## src/rtl/display_scan_if.sv

```systemverilog
// Value-load handshake between the numeric datapath and the display scan controller.
// The datapath drives the master side; the controller drives val_ready.
interface display_scan_if #(
  parameter int unsigned DIGITS = 4
) ();
  logic [4*DIGITS-1:0] val_data;
  logic [DIGITS-1:0]   val_dp;
  logic                val_valid;
  logic                val_ready;

  modport master (
    output val_data,
    output val_dp,
    output val_valid,
    input  val_ready
  );

  modport slave (
    input  val_data,
    input  val_dp,
    input  val_valid,
    output val_ready
  );
endinterface

```

## src/rtl/display_scan_controller.sv

```systemverilog
// Time-multiplexed 7-segment scan controller with a one-entry pending buffer, a shared hex
// decoder, a blanking gap before each digit and optional leading-zero blanking.
module display_scan_controller #(
  parameter int unsigned DIGITS       = 4,
  parameter int unsigned DWELL_CYCLES = 1000,
  parameter int unsigned BLANK_CYCLES = 50,
  parameter bit          LZB          = 1'b1
) (
  input  logic              clk_i,
  input  logic              reset_i,
  input  logic              enable_i,
  display_scan_if.slave     val_if,
  output logic [6:0]        seg_o,
  output logic              dp_o,
  output logic [DIGITS-1:0] digit_en_o,
  output logic              frame_done_o
);

  typedef enum logic [1:0] {StIdle, StBlank, StShow} state_e;

  localparam int unsigned TMax = (DWELL_CYCLES > BLANK_CYCLES) ? DWELL_CYCLES : BLANK_CYCLES;
  localparam int unsigned TW   = $clog2(TMax + 1);
  localparam int unsigned IW   = (DIGITS > 1) ? $clog2(DIGITS) : 1;
  localparam logic [TW-1:0] DwellLast = TW'(DWELL_CYCLES - 1);
  localparam logic [TW-1:0] BlankLast = TW'(BLANK_CYCLES - 1);
  localparam logic [IW-1:0] LastIdx   = IW'(DIGITS - 1);
  // With no blanking gap every digit change goes straight to the next lit digit.
  localparam state_e        LeadSt    = (BLANK_CYCLES == 0) ? StShow : StBlank;

  state_e              state_q, state_d;
  logic [IW-1:0]       idx_q, idx_d;
  logic [TW-1:0]       timer_q, timer_d;
  logic [4*DIGITS-1:0] disp_q, disp_d;
  logic [DIGITS-1:0]   dpr_q, dpr_d;
  logic [4*DIGITS-1:0] pend_data_q, pend_data_d;
  logic [DIGITS-1:0]   pend_dp_q, pend_dp_d;
  logic                pend_full_q, pend_full_d;

  logic                frame_end;
  logic [DIGITS-1:0]   upper_zero;
  logic [3:0]          cur_nib;

  function automatic logic [6:0] hex7(input logic [3:0] n);
    case (n)
      4'h0:    hex7 = 7'h3F;
      4'h1:    hex7 = 7'h06;
      4'h2:    hex7 = 7'h5B;
      4'h3:    hex7 = 7'h4F;
      4'h4:    hex7 = 7'h66;
      4'h5:    hex7 = 7'h6D;
      4'h6:    hex7 = 7'h7D;
      4'h7:    hex7 = 7'h07;
      4'h8:    hex7 = 7'h7F;
      4'h9:    hex7 = 7'h6F;
      4'hA:    hex7 = 7'h77;
      4'hB:    hex7 = 7'h7C;
      4'hC:    hex7 = 7'h39;
      4'hD:    hex7 = 7'h5E;
      4'hE:    hex7 = 7'h79;
      default: hex7 = 7'h71;
    endcase
  endfunction

  always_ff @(posedge clk_i) begin
    if (reset_i) begin
      state_q     <= StIdle;
      idx_q       <= '0;
      timer_q     <= '0;
      disp_q      <= '0;
      dpr_q       <= '0;
      pend_data_q <= '0;
      pend_dp_q   <= '0;
      pend_full_q <= 1'b0;
    end else begin
      state_q     <= state_d;
      idx_q       <= idx_d;
      timer_q     <= timer_d;
      disp_q      <= disp_d;
      dpr_q       <= dpr_d;
      pend_data_q <= pend_data_d;
      pend_dp_q   <= pend_dp_d;
      pend_full_q <= pend_full_d;
    end
  end

  assign frame_end        = (state_q == StShow) && (timer_q == DwellLast) && (idx_q == LastIdx);
  assign val_if.val_ready = ~pend_full_q;

  always_comb begin
    state_d     = state_q;
    idx_d       = idx_q;
    timer_d     = timer_q;
    disp_d      = disp_q;
    dpr_d       = dpr_q;
    pend_data_d = pend_data_q;
    pend_dp_d   = pend_dp_q;
    pend_full_d = pend_full_q;

    // Capture needs an empty buffer and commit a full one, so the two never collide.
    if (val_if.val_valid && !pend_full_q) begin
      pend_data_d = val_if.val_data;
      pend_dp_d   = val_if.val_dp;
      pend_full_d = 1'b1;
    end
    if (pend_full_q && ((state_q == StIdle) || frame_end)) begin
      disp_d      = pend_data_q;
      dpr_d       = pend_dp_q;
      pend_full_d = 1'b0;
    end

    if (!enable_i) begin
      state_d = StIdle;
      idx_d   = '0;
      timer_d = '0;
    end else begin
      unique case (state_q)
        StIdle: begin
          state_d = LeadSt;
          idx_d   = '0;
          timer_d = '0;
        end
        StBlank: begin
          if (timer_q == BlankLast) begin
            state_d = StShow;
            timer_d = '0;
          end else begin
            timer_d = timer_q + TW'(1);
          end
        end
        StShow: begin
          if (timer_q == DwellLast) begin
            state_d = LeadSt;
            timer_d = '0;
            idx_d   = (idx_q == LastIdx) ? '0 : idx_q + IW'(1);
          end else begin
            timer_d = timer_q + TW'(1);
          end
        end
        default: begin
          state_d = StIdle;
          idx_d   = '0;
          timer_d = '0;
        end
      endcase
    end
  end

  // upper_zero[i]: nibbles i..DIGITS-1 of the shown value are all zero.
  always_comb begin
    logic acc;
    upper_zero = '0;
    acc        = 1'b1;
    for (int i = DIGITS - 1; i >= 0; i--) begin
      acc           = acc & (disp_q[4*i +: 4] == 4'h0);
      upper_zero[i] = acc;
    end
  end

  assign cur_nib = disp_q[{idx_q, 2'b00} +: 4];

  always_comb begin
    seg_o        = '0;
    dp_o         = 1'b0;
    digit_en_o   = '0;
    frame_done_o = frame_end;
    if (state_q == StShow) begin
      digit_en_o[idx_q] = 1'b1;
      dp_o              = dpr_q[idx_q];
      seg_o             = (LZB && (idx_q != '0) && upper_zero[idx_q]) ? 7'h00 : hex7(cur_nib);
    end
  end

endmodule
```

## src/flat_wrapper.sv

```systemverilog
// flat-port wrapper written by rule: the top's interface ports become plain ports
module display_scan_controller_flat 
#(
  parameter int unsigned DIGITS       = 4,
  parameter int unsigned DWELL_CYCLES = 1000,
  parameter int unsigned BLANK_CYCLES = 50,
  parameter bit          LZB          = 1'b1
)
  (clk_i, reset_i, enable_i, seg_o, dp_o, digit_en_o, frame_done_o, val_if_val_data, val_if_val_dp, val_if_val_valid, val_if_val_ready);
  display_scan_if #(.DIGITS(DIGITS)) val_if_i ();
  input  logic clk_i;
  input  logic reset_i;
  input  logic enable_i;
  output logic [6:0] seg_o;
  output logic dp_o;
  output logic [DIGITS-1:0] digit_en_o;
  output logic frame_done_o;
  input wire logic [$bits(val_if_i.val_data)-1:0] val_if_val_data;
  input wire logic [$bits(val_if_i.val_dp)-1:0] val_if_val_dp;
  input wire logic [$bits(val_if_i.val_valid)-1:0] val_if_val_valid;
  output wire logic [$bits(val_if_i.val_ready)-1:0] val_if_val_ready;
  assign val_if_i.val_data = val_if_val_data;
  assign val_if_i.val_dp = val_if_val_dp;
  assign val_if_i.val_valid = val_if_val_valid;
  assign val_if_val_ready = val_if_i.val_ready;
  display_scan_controller #(.DIGITS(DIGITS), .DWELL_CYCLES(DWELL_CYCLES), .BLANK_CYCLES(BLANK_CYCLES), .LZB(LZB)) u_core (.clk_i(clk_i), .reset_i(reset_i), .enable_i(enable_i), .val_if(val_if_i), .seg_o(seg_o), .dp_o(dp_o), .digit_en_o(digit_en_o), .frame_done_o(frame_done_o));
endmodule
```

## config.mk

```make
export PLATFORM = sky130hd
export DESIGN_NAME = display_scan_controller_flat
export DESIGN_NICKNAME = d
export VERILOG_FILES = /design/src/rtl/display_scan_if.sv /design/src/rtl/display_scan_controller.sv /design/src/flat_wrapper.sv
export SDC_FILE = /design/constraint.sdc
export NUM_CORES = 1
export LEC_CHECK = 0
export CAP_MARGIN = 20
export CORE_UTILIZATION = 36
export DETAILED_ROUTE_END_ITERATION = 16
export PLACE_DENSITY = 0.53
export SLEW_MARGIN = 20
export SYNTH_ARGS = -nofsm -noshare
export SYNTH_HDL_FRONTEND = slang
export SYNTH_SLANG_ARGS = --single-unit
```

## constraint.sdc

```tcl
create_clock -name clk_i -period 3.2 [get_ports clk_i]
set_clock_uncertainty 0.15 [all_clocks]
set_input_delay 0.64 -clock clk_i [delete_from_list [all_inputs] [get_ports clk_i]]
set_output_delay 0.64 -clock clk_i [all_outputs]
set_load 0.01 [all_outputs]
```

After elaboration in Yosys (flattened, before gate mapping)
Memories as Yosys holds them, arrays and structs flattened.
Cells that the tools add are included.
{"block": "totals", "n_memories": 1, "rom_bits": 112, "regBits": 55, "out_inout_bits": 14, "elab_cells": 64}
{"name": "(name not given)", "depth": 16, "width": 7, "read_ports": 1, "rd_clocked_by_memory_dff": 0, "wr": 0, "line_no": "display_scan_controller.sv:44", "source": "case (n)"}
{"block": "op_classes", "n_bitwise": 6, "shift": 1, "reduce_logical": 18, "mux": 19, "addsub": 2, "n_eq_ne": 7, "n_lt_le_gt_ge": 2}
{"cell": "10-bit 2-to-1 mux", "count": 2}
{"cell": "10-bit case mux with 2 select lines", "count": 1}
{"cell": "4-bit logical NOT", "count": 4}
{"cell": "16-bit by 5-bit indexed part select with 4-bit output", "count": 1}
{"cell": "7-bit 2-to-1 mux", "count": 2}
{"cell": "10-bit by 1-bit adder with 10-bit output, second input constant", "count": 1}
{"cell": "10-bit == test, second input constant", "count": 1}
{"cell": "10-bit by 6-bit == test with 1-bit output, second input constant", "count": 1}
{"cell": "2-bit 2-to-1 mux", "count": 4}
{"cell": "1-bit logical AND", "count": 6}
{"cell": "2-bit case mux with 3 select lines", "count": 1}
{"cell": "1-bit binary-select mux with 2-bit select", "count": 2}
{"cell": "2-bit == test, second input constant", "count": 2}
{"cell": "1-bit 2-to-1 mux", "count": 4}
{"cell": "4-bit 2-to-1 mux", "count": 1}
{"cell": "2-bit by 1-bit inequality test with 1-bit output, second input constant", "count": 2}
{"cell": "2-bit case mux with 2 select lines", "count": 1}
{"cell": "2-bit AND reduction", "count": 2}
{"cell": "2-bit OR reduction", "count": 2}
{"cell": "1-bit AND", "count": 3}
{"cell": "2-bit by 3-bit < comparator with 1-bit output, second input constant", "count": 1}
{"cell": "1-bit NOT", "count": 3}
{"cell": "2-bit by 1-bit adder with 2-bit output, second input constant", "count": 1}
{"cell": "1-bit demux with 2-bit select", "count": 1}
{"cell": "other kinds (6)", "count": 6}

Longest topological paths before layout
{"block": "logic_depth", "ltp_word": 9, "ltp_mapped": 9, "ltp_nobuf": 7}

Worst setup path after synthesis
No wires, ideal clock.
{"block": "synth_timing", "path_kind": "reg-to-output", "startpoint": "register u_core.idx_q[1]", "endpoint": "output seg_o[0]", "path_stages_with_launch": 7, "path_slack_ns": 0.425, "arrival_ns": 1.985, "required_ns": 2.410, "path_cell_list": "dfxtp_1 buf_2 clkinv_1 ha_1 or4_1 o41ai_4 nor3_1"}
{"block": "synth_via", "elab_chain_len": 5}
{"element": "start, declared", "line_no": "display_scan_controller.sv:31", "source": "logic [IW-1:0] idx_q, idx_d;"}
{"element": "start signal, assigned", "line_no": "display_scan_controller.sv:76", "source": "idx_q <= idx_d;"}
{"element": "parallel branches: the longest is 3 deep, another holds memory read 16 x 7 bit"}
{"element": "7-bit 2-to-1 mux (*)", "line_no": "display_scan_controller.sv:169", "source": "seg_o = (LZB && (idx_q != '0) && upper_zero[idx_q]) ? 7'h00 : hex7(cur_nib);"}
{"element": "7-bit 2-to-1 mux (*)", "line_no": "display_scan_controller.sv:166", "source": "if (state_q == StShow) begin"}
{"element": "end, declared", "line_no": "flat_wrapper.sv:14", "source": "output logic [6:0] seg_o;"}
Every way passes the cells marked *. The select of a mux whose other input is x is not followed.

Final worst setup path
{"block": "layout_timing", "startpoint": "register u_core.idx_q[0]", "endpoint": "output seg_o[5]"}
The elaborated chain is that of the path after synthesis.

==> flow_metrics.tcl <==
set metrics [dict create \
    drc_errors 0 \
    fin_setup_tns_ns 0 \
    maxSlewViolCount 0 \
    dr.first_iter.drc_count 83 \
    synth_top_area_cell "dfxtp_1" \
    cts_buffers 5 \
    die_area_sq_um 8030 \
    fin_cells 470 \
    synthTopCellsByArea "dfxtp_1, mux2i_1, nand2_1" \
    clk_latency_ns 0.31 \
    whs_path_depth 2 \
    core-area_sq_um 7330 \
    slew_headroom_pct 55.6 \
    final_hold_viol_count 0 \
    ys_types 39 \
    path_clk_slew_ns 0.10 \
    routabilityCongestion 0.880 \
    rr_worst_depth 8 \
    grt_pass1_vias 2095 \
    hold_ws_ns 0.311 \
    endpoint_kind "output pin" \
    dr.pass1.iters 5 \
    clk_path_buf_depth 2 \
    ys_warn_count 0 \
    period_share_pct 96.3 \
    drt-vias-per-instance 4.80 \
    htreeDepth 2 \
    crit_fanout 5 \
    n_fill_cell 699 \
    ys_top_cells_by_count "nand2_1, dfxtp_1, nor2_1" \
    netlist.area_leader.share_pct 39.9 \
    rows 31 \
    initial_core_util_pct 37.7 \
    clock-sinks 55 \
    wl_per_cell_um 12.7 \
    num_io_pins 38 \
    fin_util_pct 47.1 \
    leakagePower_nw 1.39 \
    cp.required_ns 2.41 \
    drt_wl_total_mm 5.96 \
    syn_nets 362 \
    hold_class "reg -> reg" \
    power_density_nw_per_um2 369 \
    seq_area_frac_synth_pct 39.9 \
    peakVddDrop_uv 198 \
    cts_tree "built" \
    grt_start_max_net_pins 42 \
    dp_cells 455 \
    diodes 0 \
    synth-main-ff-cell "dfxtp_1" \
    avgSynthCellArea_sq_um 8.58 \
    layout-drive-gt1-share_pct 11.6 \
    finalSetupViolations 0 \
    hold_buffers 0 \
    drv_cap 0 \
    route.vias.total 2255 \
    arrival_ns 2.29 \
    status "finished clean" \
    async_flop_share_pct 0 \
    yosysMostFrequentCell "nand2_1" \
    grt_pass1_wl_mm 9.80 \
    synth_edf_count 0 \
    grt_setup_unrepaired "no" \
    root_buffer "clkbuf_8" \
    port_buffers 37 \
    min_period_ns 3.08 \
    synth-seq-cells 55 \
    netlist_area_sq_um 2760 \
    final_nets 410 \
    crit_path_start_kind "register" \
    grt.total_usage_pct 15.9 \
    grt_overflow 0 \
    die_h_um 89.6 \
    detail-route-antenna-nets 0 \
    die_w_um 89.6 \
    setup.worst_path.class "reg -> out" \
    worst_slew_pin_slew_ns 0.664 \
    area_growth_pct 25.0 \
    dp_hpwl_mm 4.35 \
    antenna_found_initial 0 \
    synth_cells 322 \
    max_freq_mhz 325 \
]
==> logic make-up (layout without fill, tap and decap cells) <==
kind of cell	Yosys count	after routing	synth area share (%)
simple gates	140	140	23.4
flops	55	55	39.9
compound gates	43	43	9.42
mux	32	32	13.0
buf+inv	26	75	3.89
fa+ha+maj	16	16	7.25
xor+xnor	10	10	3.17
==> through the flow <==
step / total power, mW / setup slack (ns) / area, sq um
after floorplan: 0.824 / 0.425 / 2760
after global placement: 0.878 / 0.130 / 3280
after detailed placement: 0.879 / 0.0209 / 3280
after CTS: 1.30 / 0.0145 / 3410
after global routing: 1.34 / 0.00564 / 3450
final: 1.27 / 0.119 / 3450
==> metal layers <==
layer	share of wire (%)	track usage, %
met3	3.1	3.11
met4	0.91	5.92
met2	44	24.5
met1	52	22.0
met5	0	0
==> repair_timing <==
item / CTS / global route
gates resized for setup: 12 / 11
buffers inserted: 4 / 3
setup endpoints to repair: 7 / 5
==> layout make-up <==
cell class / instances / area [sq um] / share of cell area, %
multi-input combinational: 241 / 1580 / 45.7
sequential: 55 / 1100 / 32.0
timing repair buffer: 56 / 507 / 14.7
tap: 99 / 124 / 3.59
clock buffer: 6 / 82.6 / 2.39
inverter: 11 / 41.3 / 1.20
clock inverter: 2 / 16.3 / 0.471
==> power breakdown <==
part,switching (mW),total (mW),internal (mW)
registers,0.0168,0.724,0.707
clock network,0.234,0.412,0.177
logic,0.0702,0.139,0.0691
total,0.321,1.27,0.953
==> placed cells by master, fill, tap and decap left out, types with 7 or more instances in the layout <==
master / instances
nand2_1: 58
dfxtp_1: 54
nor2_1: 40
clkdlybuf4s50_1: 30
a21oi_1: 29
mux2i_1: 27
buf_4: 19
ha_1: 14
nor3_1: 13
inv_1: 8
xnor2_1: 7
==> path summary, 6_finish.rpt <==
path                                            from                            endpoint  slack, ns
hold / removal    u_core.pend_data_q[9]$_SDFFE_PP0P_  u_core.pend_data_q[9]$_SDFFE_PP0P_       0.31
setup / recovery        u_core.idx_q[0]$_SDFFE_PP0P_                            seg_o[5]       0.12
setup reg to reg      u_core.state_q[0]$_SDFFE_PP0P_      u_core.disp_q[12]$_SDFFE_PP0P_       1.07
hold reg to reg   u_core.pend_data_q[9]$_SDFFE_PP0P_  u_core.pend_data_q[9]$_SDFFE_PP0P_       0.31
==> registers in the layout, summed over array words and instances, names as in the netlist <==
name	count
u_core.pend_dp_q	4
u_core.idx_q	2
u_core.state_q	2
u_core.pend_data_q	16
u_core.dpr_q	4
u_core.pend_full_q	1
u_core.timer_q	10
u_core.disp_q	16
==> worst max-delay path: stages (launching register included) <==
cell           delay, ns
dfxtp_4             0.39
inv_1               0.06
ha_2                0.19
or4_4               0.43
o41ai_4             0.32
buf_4               0.18
buf_4               0.11
nor3_1              0.04
dlygate4sd2_1       0.28
Power figures use the tool's default switching activity.
==> patch 1 (config.mk and constraints unchanged) <==
The 3 states of `state_e` get a one-hot encoding in 3 bits.
--- a/src/rtl/display_scan_controller.sv
+++ b/src/rtl/display_scan_controller.sv
@@ -18,3 +18,3 @@
 
-  typedef enum logic [1:0] {StIdle, StBlank, StShow} state_e;
+  typedef enum logic [2:0] {StIdle = 3'b001, StBlank = 3'b010, StShow = 3'b100} state_e;
 
Function: same outputs for any inputs over 10 cycles, from zero or initial values and one cycle with reset_i high; not proved beyond that.
==> patch 1 against the original RTL <==
Non-clock buffer count decreased by 6. Count of clock-buffer cells in the layout decreased by 1. Combinational power decreased by 5%. Final area decreased by 1.1%. Area after synthesis increased by 0.82%. Power increased by 5.5%. Routed wire length increased by 3.7%. Sequential cell count increased by 1. Worst setup slack improved by 0.059 ns.
==> patch 1: results <==
metrics = {
    "worst_setup_path": {
        "reg2reg_setup_slack_ns": 1.02,
        "r2r_end": "u_core.timer_q[9]$_SDFF_PP0_",
    },
    "cells_and_area": {
        "layout.nets": 426,
        "drive_above_1_share_pct": 10.2,
    },
    "global_route": {
        "grt_pass1_vias": 2153,
        "grt_pass1_wl_mm": 10.5,
    },
    "detailed_routing": {
        "routed_wl_mm": 6.17,
        "vias_per_cell": 4.93,
        "drt_pass1_iterations": 4,
        "wl_per_cell_um": 12.6,
        "initialDrtViolationCount": 45,
    },
    "placed_design": {
        "gp_congestion": 0.885,
        "placed_area_um2": 3280,
        "dp_hpwl_mm": 4.47,
    },
    "timing": {
        "max_freq_ghz": 0.331,
        "timing.hold.ws_ns": 0.311,
        "worst_pin_slew_ns": 0.666,
    },
    "synth": {
        "synthTopCellsByCount": "97 x nand2_1, 56 x dfxtp_1, 48 x a21oi_1",
        "synthCells": 350,
        "ys_seq_area_share_pct": 40.3,
        "synth_cell_types": 45,
    },
    "pwr": {
        "ir_worst_vdd_mv": 0.236,
        "power_leakage_nw": 1.21,
    },
    "min_path": {
        "min_from": "u_core.pend_data_q[7]$_SDFFE_PP0P_",
        "min_delay_worst_endpoint": "u_core.disp_q[7]$_SDFFE_PP0P_",
    },
    "status": {
        "run_status": "finished clean",
    },
}
-- patch 1: worst max-delay path, cell delays in order, from the launching register on --
cell and delay, ns:
dfxtp_2 0.38, mux4_2 0.57, buf_4 0.17, ha_2 0.21
nand2_1 0.08, a21oi_1 0.07, nor3_1 0.17, dlygate4sd2_1 0.29
-- patch 1: layout make-up --
class,count,area [um2]
fill,761,3960
tap,99,124
inverter,7,26.3
multi-input combinational,270,1570
clock buffer,5,68.8
timing repair buffer,50,459
sequential,56,1120
clock inverter,3,46.3
-- patch 1: what timing repair did --
item	4_1_cts	5_1_grt
gates resized for setup	13	4
endpoints found under the setup margin	7	1
buffers inserted	2	0
-- patch 1: cells by family after synthesis --
family | after synthesis | synth area share (%)
AND/OR/NAND/NOR | 168 | 27.4
AO/OA/AOI/OAI | 66 | 13.3
flip-flops | 56 | 40.3
buffers and inverters | 24 | 4.04
multiplexers | 13 | 6.15
adder cells (fa/ha/maj) | 12 | 5.39
XOR/XNOR | 11 | 3.46
-- patch 1: layer usage --
layer / part of all wire, % / vias up / track usage (%)
met2: 45 / 39 / 24.8
met4: 0.44 / 0 / 3.09
li1: - / 1258 / -
met1: 52 / 1116 / 21.9
met3: 2.7 / 2 / 3.21
met5: 0 / - / 0
-- patch 1: per-stage QoR --
stage	power, mW	worst slack [ns]	util (%)
after floorplan	0.835	0.535	-
after global placement	0.886	0.183	44.4
final	1.34	0.178	46.3
after global routing	1.41	0.0238	46.3
after CTS	1.36	0.0750	46.3
after detailed placement	0.887	0.110	44.4
-- patch 1: power breakdown --
part	switching (mW)	leakage [nW]	total, mW	internal [mW]
Clock	0.237	0.0548	0.473	0.236
Combinational	0.0700	0.700	0.132	0.0619
Sequential	0.0185	0.456	0.740	0.721
Total	0.326	1.21	1.34	1.02
-- patch 1: how the worst max path moves through the flow --
stage                            startpoint  endpoint  slack (ns)  cells past startpoint
5_1_grt        u_core.idx_q[0]$_SDFFE_PP0P_  seg_o[3]        0.02                      7
3_5_place_dp   u_core.idx_q[0]$_SDFFE_PP0P_  seg_o[0]        0.11                      7
3_3_place_gp   u_core.idx_q[0]$_SDFFE_PP0P_  seg_o[0]        0.18                      7
4_1_cts        u_core.idx_q[0]$_SDFFE_PP0P_  seg_o[0]        0.07                      7
2_1_floorplan  u_core.idx_q[0]$_SDFFE_PP0P_  seg_o[0]        0.53                      6
6_report       u_core.idx_q[0]$_SDFFE_PP0P_  seg_o[4]        0.18                      7
==> patch 2 (config.mk and constraints unchanged) <==
Made on the original files. `LZB` is set to 1'b1 in 2 places; all go to 1'b0.
--- a/src/rtl/display_scan_controller.sv
+++ b/src/rtl/display_scan_controller.sv
@@ -6,3 +6,3 @@
   parameter int unsigned BLANK_CYCLES = 50,
-  parameter bit          LZB          = 1'b1
+  parameter bit          LZB          = 1'b0
 ) (
--- a/src/flat_wrapper.sv
+++ b/src/flat_wrapper.sv
@@ -6,3 +6,3 @@
   parameter int unsigned BLANK_CYCLES = 50,
-  parameter bit          LZB          = 1'b1
+  parameter bit          LZB          = 1'b0
 )
Behaviour: same outputs for any inputs over 10 cycles, from zero or initial values and one cycle with reset_i high; that may be too few to reach the edited logic, so the function may still have changed.
==> patch 2 against the original RTL <==
Die area fell by 4.5%. Count of clock-buffer cells in the layout fell by 1. Final cell count shrank 6.6%. Utilization increased by 0.75 points. Sequential cell count unchanged. Critical path depth fell by 1. Critical endpoint is now seg_o[2]. Worst setup slack gained 0.0057 ns. Area after synthesis fell by 4.6%. Routed wire length shrank 5.8%. Largest power group unchanged. Final area is 3.8% lower. Synthesized cell count shrank 7.8%. Power grew 3.9%. Via count fell by 6.8%.
==> patch 2: results <==
metrics = {
    "cts": {
        "holdBufCountCts": 0,
        "cts_buffers": 5,
        "clock-root-buffer": "clkbuf_8",
        "clock_latency_ns": 0.31,
        "cts_max_path_buffers": 2,
        "h-tree-depth": 2,
        "clk_pin_slew_ns": 0.10,
    },
    "synth": {
        "async_flop_share_pct": 0,
        "synthFlopType": "dfxtp_1",
        "syn-num-nets": 337,
        "netlist_top_cells_area": "dfxtp_1 42%, mux2i_1 8.0%, ha_1 7.6%, nand2_1 7.4%, nor2_1 5.7%",
        "ys_seq_area_share_pct": 41.8,
        "synthTopCellsByCount": "55 x dfxtp_1, 52 x nand2_1, 40 x nor2_1",
        "synth_cell_types": 38,
        "yosys_warnings": 0,
    },
    "worst_setup_path": {
        "crit_arrival_ns": 2.29,
        "cp_max_fo": 5,
    },
    "global_route": {
        "grt_max_degree": 43,
        "antenna_found_initial": 0,
        "grt_pass1_vias": 1917,
        "grt_pass1_wl_mm": 9.47,
        "gr-usage-all-layers_pct": 16.0,
    },
    "pwr": {
        "ir_worst_vdd_mv": 0.224,
        "power_leakage_nw": 1.31,
    },
    "cells_and_area": {
        "layout.nets": 382,
        "drive_above_1_share_pct": 11.1,
        "reg_top3": "u_core.disp_q x16, u_core.pend_data_q x16, u_core.timer_q x10",
        "diodes": 0,
    },
    "detailed_routing": {
        "vias": 2101,
        "routed_wl_mm": 5.61,
        "initialDrtViolationCount": 70,
        "drt_pass1_iterations": 4,
    },
    "timing": {
        "worst_pin_slew_ns": 0.708,
    },
    "status": {
        "run_status": "finished clean",
    },
    "placed_design": {
        "dp_hpwl_mm": 3.74,
        "io_buffer_count": 37,
        "gp_congestion": 0.770,
    },
    "min_path": {
        "hp-class": "reg2reg",
    },
}
patch 2: changes by cell type after synthesis, moves of 3 or more:
| cell | delta |
|---|---|
| buf_2 | -4 |
| clkbuf_1 | +4 |
| and3_1 | -4 |
| nor3_1 | -9 |
| mux4_2 | +3 |
| mux2i_1 | -6 |
| a21oi_1 | -4 |
| nand2_1 | -6 |
patch 2: final timing paths:
kind | startpoint | end | slack, ns | cells after the start
setup / recovery | u_core.idx_q[0]$_SDFFE_PP0P_ | seg_o[2] | 0.12 | 7
hold / removal | u_core.pend_dp_q[2]$_SDFFE_PP0P_ | u_core.pend_dp_q[2]$_SDFFE_PP0P_ | 0.31 | 2
setup reg to reg | u_core.timer_q[4]$_SDFF_PP0_ | u_core.disp_q[1]$_SDFFE_PP0P_ | 1.06 | 5
hold reg to reg | u_core.pend_dp_q[2]$_SDFFE_PP0P_ | u_core.pend_dp_q[2]$_SDFFE_PP0P_ | 0.31 | 2
patch 2: final cells by class:
type                            instances  area, um2
Timing Repair Buffer                   53        478
Multi-Input combinational cell        216       1460
Clock buffer                            5       68.8
Sequential cell                        55       1100
Tap cell                               96        120
Inverter                               11       41.3
Fill cell                             691       3620
Clock inverter                          3       47.5
patch 2: cells by family after synthesis:
kind of cell | synth area share, %
simple gates | 19.8
flops | 41.8
compound gates | 10.4
mux | 13.5
buf+inv | 4.18
fa+ha+maj | 7.60
xor+xnor | 2.66
patch 2: worst max-delay path, stage by stage (launching register included):
cell and delay [ns]:
dfxtp_4 0.38, mux4_2 0.57, inv_2 0.09, buf_4 0.12, ha_1 0.17, inv_1 0.05
o311a_1 0.33, dlygate4sd2_1 0.28
patch 2: power breakdown:
part | switching [mW] | total (mW) | internal [mW] | leakage, nW
Clock | 0.232 | 0.469 | 0.237 | 0.0587
Combinational | 0.0656 | 0.134 | 0.0686 | 0.801
Sequential | 0.0139 | 0.721 | 0.707 | 0.448
patch 2: through the flow:
step | setup WS (ns) | cells | power, mW | utilization [%] | instance area, um2
after CTS | 0.0160 | 439 | 1.35 | 47.9 | 3330
after global routing | 0.00795 | 439 | 1.40 | 47.8 | 3320
after floorplan | 0.334 | 297 | 0.816 | - | 2640
after detailed placement | 0.0321 | 426 | 0.870 | 45.5 | 3160
after global placement | 0.0629 | 426 | 0.869 | 45.5 | 3160
final | 0.125 | 439 | 1.32 | 47.8 | 3320
patch 2: metal layers:
layer | GRT usage (%) | share of wire (%)
met5 | 0 | 0
met4 | 4.77 | 1.4
met3 | 3.77 | 4.4
met2 | 24.1 | 43
met1 | 22.7 | 51
patch 2: repair_timing:
item	CTS	global route
cloned	1	0
pin swaps	0	0
setup buffers	4	0
gates resized for setup	9	3
setup endpoints to repair	7	2
